File: config.mk
export PLATFORM = sky130hd
export DESIGN_NAME = uart_tx_sched
export DESIGN_NICKNAME = d
export VERILOG_FILES = /design/src/rtl/uart_tx_sched.sv
export SDC_FILE = /design/constraint.sdc
export NUM_CORES = 1
export LEC_CHECK = 0
export BUFFER_PORTS_ARGS = -buffer_cell sky130_fd_sc_hd__buf_2
export CORE_MARGIN = 2
export CORE_UTILIZATION = 42
export CTS_CLUSTER_SIZE = 20
export DETAILED_ROUTE_END_ITERATION = 10
export PLACE_DENSITY = 0.69
export SLEW_MARGIN = 40
export SYNTH_ARGS = -nofsm -noshare
export SYNTH_HDL_FRONTEND = slang
export SYNTH_SLANG_ARGS = --single-unit
File: constraint.sdc
create_clock -name CLK -period 2.1 [get_ports CLK]
set_clock_uncertainty 0.2 [all_clocks]
set_input_delay 0.42 -clock CLK [delete_from_list [all_inputs] [get_ports CLK]]
set_output_delay 0.42 -clock CLK [all_outputs]
set_load 0.01 [all_outputs]
File: src/rtl/uart_tx_sched.sv
// Round-robin scheduler that hands one requester byte at a time to a UART transmitter.
// Watches the transmitter's ready handshake and raises a sticky error if a byte is never accepted.
module uart_tx_sched #(
    parameter int N_REQ       = 4,
    parameter int SIZE        = 8,
    parameter int ACK_TIMEOUT = 16,
    localparam int ID_W       = (N_REQ > 1) ? $clog2(N_REQ) : 1
) (
    input  logic                  CLK,
    input  logic                  RST,
    input  logic [N_REQ-1:0]      REQ,
    input  logic [N_REQ*SIZE-1:0] DATA_IN,
    input  logic                  TXRDY,
    output logic [N_REQ-1:0]      GNT,
    output logic [SIZE-1:0]       TX_DATA,
    output logic                  TX_START,
    output logic [ID_W-1:0]       CUR_ID,
    output logic                  BUSY,
    output logic                  ERR
);

    typedef enum logic [1:0] {
        ST_IDLE      = 2'd0,
        ST_LAUNCH    = 2'd1,
        ST_WAIT_ACK  = 2'd2,
        ST_WAIT_DONE = 2'd3
    } state_t;

    localparam logic [7:0]       TIMEOUT_C = 8'(ACK_TIMEOUT);
    localparam logic [ID_W-1:0]  ID_ONE    = ID_W'(1);
    localparam logic [ID_W-1:0]  ID_LAST   = ID_W'(N_REQ - 1);
    localparam logic [N_REQ-1:0] GNT_ONE   = N_REQ'(1);

    state_t            state_r;
    state_t            state_nxt_s;
    logic [ID_W-1:0]   ptr_r;
    logic [ID_W-1:0]   ptr_nxt_s;
    logic [ID_W-1:0]   cur_id_r;
    logic [ID_W-1:0]   cur_id_nxt_s;
    logic [ID_W-1:0]   winner_s;
    logic [7:0]        cnt_r;
    logic [7:0]        cnt_nxt_s;
    logic [N_REQ-1:0]  gnt_r;
    logic [N_REQ-1:0]  gnt_nxt_s;
    logic [SIZE-1:0]   tx_data_r;
    logic [SIZE-1:0]   tx_data_nxt_s;
    logic              tx_start_r;
    logic              tx_start_nxt_s;
    logic              busy_r;
    logic              err_r;
    logic              err_nxt_s;
    logic              launch_s;
    logic              timeout_s;

    // First pending request at or after ptr, wrapping; indices never leave 0..N_REQ-1.
    function automatic logic [ID_W-1:0] rr_pick(input logic [N_REQ-1:0] req,
                                                input logic [ID_W-1:0]  ptr);
        logic            found;
        logic [ID_W-1:0] pick;
        int              idx;
        found = 1'b0;
        pick  = '0;
        for (int k = 0; k < N_REQ; k++) begin
            idx = int'(ptr) + k;
            if (idx >= N_REQ) begin
                idx = idx - N_REQ;
            end else begin
                idx = idx;
            end
            if (!found && req[idx]) begin
                found = 1'b1;
                pick  = ID_W'(idx);
            end else begin
                found = found;
            end
        end
        return pick;
    endfunction

    assign winner_s  = rr_pick(REQ, ptr_r);
    assign launch_s  = (state_r == ST_IDLE) && TXRDY && (|REQ);
    assign timeout_s = (state_r == ST_WAIT_ACK) && TXRDY && ((cnt_r + 8'd1) == TIMEOUT_C);

    // State register.
    always_ff @(posedge CLK) begin
        if (RST) begin
            state_r <= ST_IDLE;
        end else begin
            state_r <= state_nxt_s;
        end
    end

    // Next-state logic.
    always_comb begin
        state_nxt_s = state_r;
        case (state_r)
            ST_IDLE: begin
                if (launch_s) state_nxt_s = ST_LAUNCH;
                else          state_nxt_s = ST_IDLE;
            end
            ST_LAUNCH: state_nxt_s = ST_WAIT_ACK;
            ST_WAIT_ACK: begin
                if (!TXRDY)        state_nxt_s = ST_WAIT_DONE;
                else if (timeout_s) state_nxt_s = ST_IDLE;
                else               state_nxt_s = ST_WAIT_ACK;
            end
            ST_WAIT_DONE: begin
                if (TXRDY) state_nxt_s = ST_IDLE;
                else       state_nxt_s = ST_WAIT_DONE;
            end
            default: state_nxt_s = ST_IDLE;
        endcase
    end

    // Output and datapath next values; grant/start are set on the way into LAUNCH so they
    // are registered yet visible during the LAUNCH cycle itself.
    always_comb begin
        gnt_nxt_s      = '0;
        tx_start_nxt_s = 1'b0;
        tx_data_nxt_s  = tx_data_r;
        cur_id_nxt_s   = cur_id_r;
        ptr_nxt_s      = ptr_r;
        cnt_nxt_s      = cnt_r;
        err_nxt_s      = err_r | timeout_s;
        case (state_r)
            ST_IDLE: begin
                if (launch_s) begin
                    gnt_nxt_s      = GNT_ONE << winner_s;
                    tx_start_nxt_s = 1'b1;
                    tx_data_nxt_s  = DATA_IN[int'(winner_s)*SIZE +: SIZE];
                    cur_id_nxt_s   = winner_s;
                end else begin
                    gnt_nxt_s      = '0;
                end
            end
            ST_LAUNCH: begin
                cnt_nxt_s = 8'd0;
                if (cur_id_r == ID_LAST) ptr_nxt_s = '0;
                else                     ptr_nxt_s = cur_id_r + ID_ONE;
            end
            ST_WAIT_ACK: begin
                if (TXRDY) cnt_nxt_s = cnt_r + 8'd1;
                else       cnt_nxt_s = cnt_r;
            end
            ST_WAIT_DONE: cnt_nxt_s = cnt_r;
            default:      cnt_nxt_s = 8'd0;
        endcase
    end

    // Datapath and output registers.
    always_ff @(posedge CLK) begin
        if (RST) begin
            gnt_r      <= '0;
            tx_start_r <= 1'b0;
            tx_data_r  <= '0;
            cur_id_r   <= '0;
            ptr_r      <= '0;
            cnt_r      <= 8'd0;
            busy_r     <= 1'b0;
            err_r      <= 1'b0;
        end else begin
            gnt_r      <= gnt_nxt_s;
            tx_start_r <= tx_start_nxt_s;
            tx_data_r  <= tx_data_nxt_s;
            cur_id_r   <= cur_id_nxt_s;
            ptr_r      <= ptr_nxt_s;
            cnt_r      <= cnt_nxt_s;
            busy_r     <= (state_nxt_s != ST_IDLE);
            err_r      <= err_nxt_s;
        end
    end

    assign GNT      = gnt_r;
    assign TX_START = tx_start_r;
    assign TX_DATA  = tx_data_r;
    assign CUR_ID   = cur_id_r;
    assign BUSY     = busy_r;
    assign ERR      = err_r;

endmodule
# After elaboration in Yosys (flattened, before gate mapping)
# Cells that the tools add are included.
# totals
regBits	29
out_inout_bits	17
elab_cells	87
# op_classes
n_addsub	9
n_lt_le_gt_ge	8
n_eq_ne	6
shifts	2
mux	32
bitwise_logic	3
reduce_logical	18
# op_table
operator	n
32-bit by 4-bit less-than comparator with 1-bit output, second input constant	4
32-bit 2-to-1 mux	4
32-bit by 6-bit variable part select with 8-bit output	1
2-bit 2-to-1 mux	8
8-bit one-hot mux with 2 select lines	1
1-bit 2-to-1 mux	13
3-bit by 3-bit subtractor with 4-bit output, second input constant	3
3-bit >= comparator, second input constant	3
8-bit by 1-bit adder with 8-bit output, second input constant	1
1-bit binary-select mux with 2-bit select	4
8-bit by 5-bit equality test with 1-bit output, second input constant	1
8-bit 2-to-1 mux	1
2-bit one-hot mux with 4 select lines	1
1-bit logical AND	7
2-bit by 2-bit adder with 3-bit output, second input constant	2
2-bit equality test, second input constant	3
2-bit AND reduction	2
2-bit nonzero test	2
4-bit OR reduction	1
1-bit by 2-bit left shift with 4-bit output, first input constant	1
2-bit by 3-bit subtractor with 4-bit output, second input constant	1
2-bit by 1-bit adder with 3-bit output, second input constant	1
2-bit by 3-bit >= comparator with 1-bit output, second input constant	1
1-bit logical NOT	3
8 further kinds	9

# Logic depth before layout (Yosys ltp)
# depth
word_depth	16
depth_mapped	7
mapped_depth_nobuf	5

# Worst setup path after synthesis
# OpenSTA, ideal clock, no wires.
# synth_path
path_type	reg-to-reg
from	reg cnt_r[0]
to	reg busy_r (netlist: BUSY)
setup_ns	0.136
arrival_time_ns	1.616
required_time_ns	1.764
setup_slack_ns	0.148
path_stages_with_launch	5
path_cell_list	dfxtp_1 > ha_1 > or4b_4 > a2111oi_4 > o22ai_1
# synth_between
elab_chain_cells	7
# synth_lines
item	line_no	rtl
from (decl)	41	logic [7:0] cnt_r;
from (signal assigned)	167	cnt_r <= cnt_nxt_s;
8-bit by 1-bit adder with 8-bit output	82	assign timeout_s = (state_r == ST_WAIT_ACK) && TXRDY && ((cnt_r + 8'd1) == TIMEOUT_C);
8-bit by 5-bit equality test with 1-bit output	82	
1-bit logical AND	82	
2-bit 2-to-1 mux	104	else if (timeout_s) state_nxt_s = ST_IDLE;
2-bit 2-to-1 mux	103	if (!TXRDY) state_nxt_s = ST_WAIT_DONE;
2-bit one-hot mux with 4 select lines	96	case (state_r)
2-bit nonzero test	168	busy_r <= (state_nxt_s != ST_IDLE);
to (signal assigned)	168	
to (decl)	49	logic busy_r;
# Every way passes these cells.
# A chain may end at the register's enable or synchronous reset.

# Worst setup path in the final report
# layout_path
from	reg cnt_r[1]
to	reg busy_r (netlist: BUSY)
# Same word-level chain as after synthesis.

==> metrics.txt <==
outcome complete, no violations; Final Setup Violations 0; Comb power frac 0.205; hold path startpoint RST; P_int 0.9395 mW; RSZ-0062 raised after global routing no; total grt overflow 0; CP max stage delay 0.42 ns; port bufs 55; HPWL after detailed placement 2.996 mm; Die H between 60 and 70 um; post-synthesis area per instance just under 9 um2; Tmin final 1.910 ns; number of distinct library cells after synthesis 45; Worst-Skew Late Latency roughly 0.28 ns; crit path kind flop to flop; CP top delay family compound AO/OA/AOI/OAI gates; Final #Nets 290; clk slew on worst S/H paths 0.07 ns; synthesis-stage register bit count 29; Worst Setup Start Kind flop; setup TNS 0 ns; total power divided by cell area around 640 mW/mm2; Critical path origin cnt_r[1]; Leak between 0.9 and 1 nW; Switching Power 0.3851 mW; global-route wire length before repair between 6 and 7 mm; Rel. slew slack 0.7241; area post-placement between 0.0015 and 0.002 mm2; Setup Fix Bufs, Post-CTS 0; slowest stage cell on the critical path a2111oi_4; R2R setup slack between 0.15 and 0.2 ns; wirelength, routed between 3 and 4 mm; VDD IR max approximately 0.00034 V; GPL Wtd Cong between 0.8 and 0.9; Die Wd around 67 um; fin util 0.5596; WP data required between 2 and 2.5 ns; Reg-to-Reg End BUSY; diode count 0; Clock Path Buffers 2; Final Max Tran Viols 0; max-cap violations 0; remaining antenna violation count 0; hold path cells 2; total core area 0.003716 mm2; gr busiest metal met2; CTS buffer count 5; WL/cell about 13 um; Slew @ Worst Pin 0.4074 ns; Reg-to-Reg Start cnt_r[1]; clock network fraction of total power 0.339; Total GRT Usage 0.1826; initial DRC count 99; ys async rst share 0; crit-path cells ha_1 > buf_4 > o21ai_0 > o311ai_1 > a2111oi_4 > o22ai_1; die area around 0.0045 mm2; Levels on crit path 6; worst endpoint data arrival time between 1.5 and 2 ns; count of final hold-check violations 0; vias in the first global route roughly 1400; vias per cell approximately 5.5; synthesized area ~0.0017 mm2; CP max FO 6; clock sinks 29; Critical Path End Type flop; Final Cell Area 0.002079 mm2; first drt pass iteration count 6; drt drc 0; fraction of layout cells with a size suffix above 1 0.3373; via count between 1500 and 2000; initial core utilization 0.4444; switching part of the total power 0.2907; CTS root buffer clkbuf_8; Worst Hold Path EP TX_START; Layout area overhead 25.91%; Post-Syn Instances roughly 190; Synth Warn # 0; Cell Rows 22; total power 1.325 mW; TritonCTS clock tree built; Fmax achieved between 500 and 600 MHz; met2 Track Usage GR 0.2863; sequential fraction of the synthesis area 0.3515; global-route met3 utilization 0.03041; fin cells roughly 300; syn nets ~230; Main synth FF type dfxtp_1; H-tree depth 2; Final period util 0.9094; CP Buf/Inv Count 1; placed cells around 290; Top Ports 56; Hold WC Path Type primary input to flop; initial antenna violation count 0; worst reg-to-reg path cell count 6; sequential share of power 0.456; fillcell total 350; met1 GRT Util 0.2469; EDFF count, synth 0; largest net degree at the start of global routing 20
power by group through the flow:
stage	clock, mW	combinational [mW]	sequential [mW]
6_report	0.449	0.271	0.604
5_1_grt	0.480	0.300	0.608
4_1_cts	0.455	0.274	0.604
3_5_place_dp	0	0.273	0.615
3_3_place_gp	0	0.269	0.615
2_1_floorplan	0	0.157	0.626
per-layer routing:
layer	share of wire	up-vias
li1	-	814
met1	0.46	756
met2	0.47	56
met3	0.067	6
met4	0.012	0
met5	0	-
worst max path at each step:
stage / endpoint / slack, ns
after floorplan: BUSY / 0.15
after global placement: BUSY / 0.16
after detailed placement: BUSY / 0.14
after CTS: BUSY / 0.14
after global routing: BUSY / 0.09
final: BUSY / 0.19
cells by family (layout without fill, tap and decap cells):
group / after synthesis / in the layout / share of synthesized area
multiplexers: 18 / 18 / 0.1091
flip-flops: 29 / 29 / 0.3515
AND/OR/NAND/NOR: 70 / 70 / 0.2144
buffers and inverters: 17 / 81 / 0.07348
AO/OA/AOI/OAI: 45 / 45 / 0.2083
XOR/XNOR: 3 / 3 / 0.02046
adder cells (fa/ha/maj): 3 / 3 / 0.02273
flip-flops by register name (all words and copies together), names as in the netlist:
register  flops
BUSY          1
TX_DATA       8
GNT           4
cnt_r         8
TX_START      1
state_r       2
ptr_r         2
CUR_ID        2
ERR           1
area by class of cell:
type / count / area [um2] / area share
multi-input combinational: 139 / 949.7 / 0.4567
sequential: 29 / 583.1 / 0.2804
timing repair buffer: 67 / 377.9 / 0.1817
clock buffer: 5 / 68.82 / 0.03309
tap: 48 / 60.06 / 0.02888
inverter: 6 / 22.52 / 0.01083
clock inverter: 3 / 17.52 / 0.008424
Yosys cell counts, types with 2 or more instances:
master	instances	share of area
nand3_1	15	0.045
nor2_1	21	0.048
o31ai_1	3	0.014
o21ai_0	5	0.015
inv_1	4	0.0091
a32oi_1	3	0.016
o22ai_1	2	0.0076
nor4_1	2	0.0076
a21oi_1	9	0.027
dfxtp_1	29	0.35
clkbuf_1	3	0.0068
o211ai_1	4	0.018
buf_6	3	0.020
ha_1	3	0.023
mux2i_1	18	0.11
clkinv_1	2	0.0045
clkbuf_8	3	0.025
nand2b_1	4	0.015
nand2_1	16	0.036
a22oi_1	2	0.0091
o221ai_1	8	0.042
nand4_1	3	0.011
timing repair:
item | 4_1_cts | 5_1_grt
endpoints found under the setup margin | 0 | 2
hold buffers | 0 | 0
resized for setup | 0 | 2
cells in the final DEF (no fill, tap or decap), types with 5 or more instances in the layout:
cell type  instances
buf_2             55
dfxtp_1           27
nor2_1            21
mux2i_1           18
nand2_1           16
nand3_1           15
buf_4             11
a21oi_1            9
o221ai_1           8
o21ai_0            5
clkbuf_8           5
through the flow:
step	hold WS (ns)	setup WS, ns
2_1_floorplan	0.2886	0.1483
3_3_place_gp	0.2616	0.1554
3_5_place_dp	0.2691	0.1364
4_1_cts	0.1852	0.1367
5_1_grt	0.1954	0.08800
6_report	0.1861	0.1902
Note: power is estimated with default switching activity, not from simulation.
